--- config.mk ---
export PLATFORM = sky130hd
export DESIGN_NAME = matmul_tile_scheduler
export DESIGN_NICKNAME = d
export VERILOG_FILES = /design/src/rtl/matmul_tile_scheduler.sv
export SDC_FILE = /design/constraint.sdc
export NUM_CORES = 2
export LEC_CHECK = 0
export CAP_MARGIN = 20
export CORE_ASPECT_RATIO = 1.2
export CORE_MARGIN = 1
export CORE_UTILIZATION = 45
export CTS_CLUSTER_SIZE = 25
export DETAILED_ROUTE_END_ITERATION = 12
export GPL_TIMING_DRIVEN = 0
export PLACE_DENSITY_LB_ADDON = 0.3
export SLEW_MARGIN = 0
export SYNTH_ARGS = -nofsm -noshare
export SYNTH_HDL_FRONTEND = slang
export SYNTH_SLANG_ARGS = --single-unit
--- constraint.sdc ---
create_clock -name clk -period 4.6 [get_ports clk]
set_input_delay 0.92 -clock clk [delete_from_list [all_inputs] [get_ports clk]]
set_output_delay 0.92 -clock clk [all_outputs]
set_load 0.02 [all_outputs]
--- src/rtl/matmul_tile_scheduler.sv ---
// Tile sequencer for C = A*B on a SIZE x SIZE systolic array.
// Config in; DMA fetch, compute and writeback handshakes out; busy/done/err status.
module matmul_tile_scheduler #(
  parameter int SIZE = 8,
  parameter int EB = 1
) (
  input  logic        clk,
  input  logic        rst,
  input  logic [31:0] addr_base_a,
  input  logic [31:0] addr_base_b,
  input  logic [31:0] addr_base_c,
  input  logic [31:0] m,
  input  logic [31:0] k,
  input  logic [31:0] n,
  input  logic        start,
  output logic        busy,
  output logic        done,
  output logic        err,
  output logic        dma_req,
  input  logic        dma_ack,
  output logic        dma_sel,
  output logic [31:0] dma_addr,
  output logic [31:0] dma_stride,
  input  logic        dma_done,
  output logic        comp_start,
  output logic        comp_first,
  output logic        comp_last,
  input  logic        comp_done,
  output logic        wb_start,
  output logic [31:0] wb_addr,
  output logic [31:0] wb_stride,
  input  logic        wb_done
);
  localparam int LG = $clog2(SIZE);
  localparam logic [31:0] SZ_EB = 32'(SIZE * EB);
  localparam logic [31:0] EB32 = 32'(EB);

  typedef enum logic [3:0] {
    S_IDLE, S_REQ_A, S_WAIT_A, S_REQ_B, S_WAIT_B,
    S_COMP, S_WAIT_C, S_WB, S_WAIT_W, S_DONE
  } state_t;

  state_t state, state_nx;

  logic [31:0] base_a, base_b, base_c;
  logic [31:0] k_q, n_q;
  logic [31:0] mt, kt, nt;
  logic [31:0] ti, tj, tk;
  // Byte offsets kept incrementally:
  // a_row = ti*SIZE*k*EB, b_row = tk*SIZE*n*EB,
  // c_row = ti*SIZE*n*EB, k_col = tk*SIZE*EB,
  // n_col = tj*SIZE*EB.
  logic [31:0] a_row, b_row, c_row, k_col, n_col;
  logic cfg_bad, last_tk, last_tj, last_ti;

  assign cfg_bad = (m == '0) || (k == '0) || (n == '0)
                || (m[LG-1:0] != '0)
                || (k[LG-1:0] != '0)
                || (n[LG-1:0] != '0);

  assign last_tk = (tk == kt - 32'd1);
  assign last_tj = (tj == nt - 32'd1);
  assign last_ti = (ti == mt - 32'd1);

  always_ff @(posedge clk) begin
    if (rst) begin
      state  <= S_IDLE;
      err    <= 1'b0;
      base_a <= '0;
      base_b <= '0;
      base_c <= '0;
      k_q    <= '0;
      n_q    <= '0;
      mt     <= '0;
      kt     <= '0;
      nt     <= '0;
      ti     <= '0;
      tj     <= '0;
      tk     <= '0;
      a_row  <= '0;
      b_row  <= '0;
      c_row  <= '0;
      k_col  <= '0;
      n_col  <= '0;
    end else begin
      state <= state_nx;
      if (state == S_IDLE && start) begin
        err    <= cfg_bad;
        base_a <= addr_base_a;
        base_b <= addr_base_b;
        base_c <= addr_base_c;
        k_q    <= k;
        n_q    <= n;
        mt     <= m >> LG;
        kt     <= k >> LG;
        nt     <= n >> LG;
        ti     <= '0;
        tj     <= '0;
        tk     <= '0;
        a_row  <= '0;
        b_row  <= '0;
        c_row  <= '0;
        k_col  <= '0;
        n_col  <= '0;
      end
      if (state == S_WAIT_C && comp_done && !last_tk) begin
        tk    <= tk + 32'd1;
        k_col <= k_col + SZ_EB;
        b_row <= b_row + n_q * SZ_EB;
      end
      if (state == S_WAIT_W && wb_done) begin
        tk    <= '0;
        k_col <= '0;
        b_row <= '0;
        if (!last_tj) begin
          tj    <= tj + 32'd1;
          n_col <= n_col + SZ_EB;
        end else begin
          tj    <= '0;
          n_col <= '0;
          ti    <= ti + 32'd1;
          a_row <= a_row + k_q * SZ_EB;
          c_row <= c_row + n_q * SZ_EB;
        end
      end
    end
  end

  always_comb begin
    state_nx   = state;
    busy       = 1'b0;
    done       = 1'b0;
    dma_req    = 1'b0;
    dma_sel    = 1'b0;
    dma_addr   = '0;
    dma_stride = '0;
    comp_start = 1'b0;
    comp_first = 1'b0;
    comp_last  = 1'b0;
    wb_start   = 1'b0;
    wb_addr    = '0;
    wb_stride  = '0;
    unique case (state)
      S_IDLE: begin
        if (start)
          state_nx = cfg_bad ? S_DONE : S_REQ_A;
      end
      S_REQ_A: begin
        busy       = 1'b1;
        dma_req    = 1'b1;
        dma_addr   = base_a + a_row + k_col;
        dma_stride = k_q * EB32;
        if (dma_ack)
          state_nx = S_WAIT_A;
      end
      S_WAIT_A: begin
        busy = 1'b1;
        if (dma_done)
          state_nx = S_REQ_B;
      end
      S_REQ_B: begin
        busy       = 1'b1;
        dma_req    = 1'b1;
        dma_sel    = 1'b1;
        dma_addr   = base_b + b_row + n_col;
        dma_stride = n_q * EB32;
        if (dma_ack)
          state_nx = S_WAIT_B;
      end
      S_WAIT_B: begin
        busy = 1'b1;
        if (dma_done)
          state_nx = S_COMP;
      end
      S_COMP: begin
        busy       = 1'b1;
        comp_start = 1'b1;
        comp_first = (tk == '0);
        comp_last  = last_tk;
        state_nx   = S_WAIT_C;
      end
      S_WAIT_C: begin
        busy = 1'b1;
        if (comp_done)
          state_nx = last_tk ? S_WB : S_REQ_A;
      end
      S_WB: begin
        busy      = 1'b1;
        wb_start  = 1'b1;
        wb_addr   = base_c + c_row + n_col;
        wb_stride = n_q * EB32;
        state_nx  = S_WAIT_W;
      end
      S_WAIT_W: begin
        busy      = 1'b1;
        wb_addr   = base_c + c_row + n_col;
        wb_stride = n_q * EB32;
        if (wb_done)
          state_nx = (last_tj && last_ti) ? S_DONE : S_REQ_A;
      end
      S_DONE: begin
        done     = 1'b1;
        state_nx = S_IDLE;
      end
      default: state_nx = S_IDLE;
    endcase
  end
endmodule

==> flow_metrics.tcl <==
set metrics [dict create \
    min_path_cells 2 \
    portBuffers 334 \
    drv_slew 0 \
    synth_warnings 0 \
    drc 0 \
    wl_mm 135 \
    power.density_mw_per_mm2 531 \
    critical_path.max_stage_delay_ps 580 \
    cts.sinks 441 \
    grt_pass1_vias 32000 \
    clkPwrFrac 0.208 \
    numCtsBuffers 51 \
    yosys_register_bits 441 \
    top_layer_used "met5" \
    r2r-start "n_q[10]$_SDFFE_PP0P_" \
    total_power_mw 21.3 \
    slew_headroom 0.164 \
    critPathSlowestCell "fa_1" \
    synth_top_area_share 0.278 \
    ys_seq_area_frac 0.278 \
    cts_tree "built" \
    die_area_mm2 0.0716 \
    final_common_cell "nand2_1" \
    r2r_cells 13 \
    grt_setup_unrepaired "yes" \
    critPathRequiredTime_ps 3680 \
    period_needed_ps 5150 \
    wl_met2_mm 60.9 \
    pin_count 336 \
    drive_above_1_share 0.120 \
    synth_cell_types 84 \
    nets 4993 \
    postRouteAntennaNets 0 \
    path_clk_slew_ps 70 \
    synth_area_mm2 0.0317 \
    finalSetupViolations 23 \
    place_congestion 0.995 \
    p_int_mw 10.9 \
    fin_crit_sh 1.12 \
    crit_path_end_kind "output port" \
    path_class "reg2out" \
    die_y_um 293 \
    grt_max_degree 14 \
    violations "negative setup slack" \
    avgRoutedWirePerCell_um 24.7 \
    cap_violations 0 \
    combinationalPowerShare 0.525 \
    fp-row-count 106 \
    timing.fmax_mhz 194 \
    path_cells "fa_1 -> ha_4 -> a21o_1 -> a2111oi_4 -> o31ai_4 -> o22ai_4 -> a21boi_4 -> a41o_1 -> a211o_1 -> a21oi_2 -> xor2_1 -> o22ai_2 -> buf_6" \
    syn2layout_area_growth_pct 26.1 \
    fin_tns_setup_ps -5330 \
    hold_viol 0 \
    postSynthAreaPerCell_um2 7.79 \
    ys.flop_type "dfxtp_1" \
    dp_hpwl_mm 105 \
    clk_latency_ps 630 \
    root_buffer "clkbuf_16" \
    first_iter_violations 3207 \
    final.setup.worst_slack_ps -547 \
    coreArea_mm2 0.0698 \
    outcome "finished, violations left" \
    drt-met1-wl_mm 51.7 \
    htreeDepth 2 \
    tightestPinTransition_ps 1250 \
    vias 33900 \
    synth_largest_area_cell "dfxtp_1" \
    layout_common_cells "nand2_1, a21oi_1, dfxtp_1, nor2_1, clkdlybuf4s50_1" \
    async_flop_share 0 \
    grt_pass1_wl_mm 197 \
    initial_core_util 0.455 \
    min_from "base_c[0]$_SDFFE_PP0P_" \
    sequentialPowerShare 0.267 \
    via_per_inst 6.19 \
    r2r-end "a_row[31]$_SDFF_PP0_" \
    die_x_um 244 \
    critPathMaxFanout 3 \
    cts_hold_buffers 0 \
    crit_arrival_ps 4230 \
    vdd_ir_drop_max_mv 0.370 \
    synth_cells 4072 \
    synthTopCellsByArea "dfxtp_1, a21oi_1, ha_1" \
    wl_met3_mm 11.3 \
    power.leakage_nw 15.8 \
    gr-total-overflow 0 \
    sw_frac_of_total 0.486 \
    holdPathEnd "base_c[0]$_SDFFE_PP0P_" \
    cts_buffer_depth 3 \
    hp-class "reg2reg" \
    netSwitchingPower_mw 10.3 \
    antenna_found_initial 3 \
    grt_use_total 0.364 \
    synth_edf_count 0 \
    crit_path_start_kind "register" \
    dr.pass1.iters 6 \
    clock_skew_ps 31.4 \
    regToRegSetupSlack_ps 30 \
]
==> worst max-delay path: cells and delay by family (launching register included) <==
kind                     cells  cell delay [ps]
AO/OA/AOI/OAI                9             2090
adder cells (fa/ha/maj)      2              790
flip-flops                   1              340
buffers and inverters        1              200
XOR/XNOR                     1              170
==> Yosys cell counts (19+ instances only) <==
| cell type | n |
|---|---|
| or3b_2 | 19 |
| clkbuf_1 | 189 |
| nor3_1 | 81 |
| fa_1 | 90 |
| dfxtp_1 | 441 |
| inv_1 | 79 |
| o211ai_1 | 20 |
| o21a_1 | 31 |
| o22ai_1 | 37 |
| o21ai_1 | 29 |
| and3_1 | 85 |
| a211oi_1 | 33 |
| nand3_1 | 125 |
| nor4_1 | 54 |
| a311oi_1 | 51 |
| xor2_1 | 104 |
| a21oi_1 | 493 |
| nand2b_1 | 59 |
| or3_1 | 29 |
| nor2_1 | 307 |
| and2_1 | 59 |
| xnor2_1 | 175 |
| nand2_1 | 584 |
| o21ai_0 | 132 |
| a22o_1 | 29 |
| a31oi_1 | 79 |
| a21o_1 | 84 |
| nor2b_1 | 26 |
| ha_1 | 189 |
| nand4_1 | 42 |
| or4_1 | 33 |
==> metrics by stage <==
| step | hold WS (ps) | setup WS [ps] | area [um2] | std cells | utilization |
|---|---|---|---|---|---|
| floorplan | 434 | 82.5 | 31700 | 4074 | - |
| global placement | 446 | -1320 | 36200 | 5326 | 0.519 |
| detailed placement | 452 | -1360 | 36300 | 5331 | 0.520 |
| CTS | 461 | -488 | 39200 | 5453 | 0.562 |
| global route | 489 | -634 | 40000 | 5476 | 0.574 |
| finish | 459 | -547 | 40000 | 5477 | 0.574 |
==> cell families (layout without fill, tap and decap cells) <==
kind of cell,after synthesis,in the layout,synth area share
compound gates,1159,1159,0.226
xor+xnor,280,280,0.0777
fa+ha+maj,279,279,0.131
buf+inv,309,793,0.0388
flops,441,441,0.278
mux,12,12,0.00390
other cells,2,5,0.000237
simple gates,1590,1590,0.244
==> power by group through the flow <==
stage          Clock (mW)  Combinational, mW  Sequential [mW]
2_1_floorplan           0               6.70             5.08
3_3_place_gp            0               10.1             5.65
3_5_place_dp            0               10.2             5.66
4_1_cts              4.42               10.6             5.60
5_1_grt              4.58               11.9             5.71
6_report             4.42               11.2             5.68
==> state kept, by name (all words and copies together), names as in the netlist, 32 cells and up <==
signal / flops
ti: 32
k_q: 32
base_c: 32
n_q: 32
tj: 32
a_row: 32
tk: 32
c_row: 32
base_b: 32
base_a: 32
==> final cells by class <==
| type | count | area, um2 |
|---|---|---|
| repair buffers | 396 | 3790 |
| fillers | 6470 | 29700 |
| inverters | 79 | 297 |
| clock inverters | 19 | 251 |
| clock buffers | 77 | 1550 |
| diodes | 1 | 2.50 |
| multi-input cells | 3324 | 23000 |
| well taps | 918 | 1150 |
| flip-flops and latches | 441 | 8990 |
| plain buffers | 222 | 972 |
==> worst max-delay path by stage <==
stage,start,to,slack (ps),cells past startpoint
floorplan,k_col[3]$_SDFFE_PP0P_,dma_addr[30],80,12
CTS,b_row[8]$_SDFFE_PP0P_,dma_addr[31],-490,14
global route,base_a[3]$_SDFFE_PP0P_,dma_addr[30],-630,13
detailed placement,a_row[3]$_SDFF_PP0_,dma_addr[30],-1360,13
global placement,n_q[6]$_SDFFE_PP0P_,c_row[9]$_SDFF_PP0_,-1320,14
finish,base_a[3]$_SDFFE_PP0P_,dma_addr[30],-550,13
==> layer usage <==
metal	track usage	vias up
met4	0.271	2
li1	-	15600
met1	0.439	16200
met3	0.0582	460
met2	0.585	1731
met5	0	-
==> repair_timing <==
item,CTS,global route
pin swaps,80,93
setup endpoints to repair,295,210
resized for setup,416,188
setup buffers,31,27
Note: power is estimated with default switching activity, not from simulation.
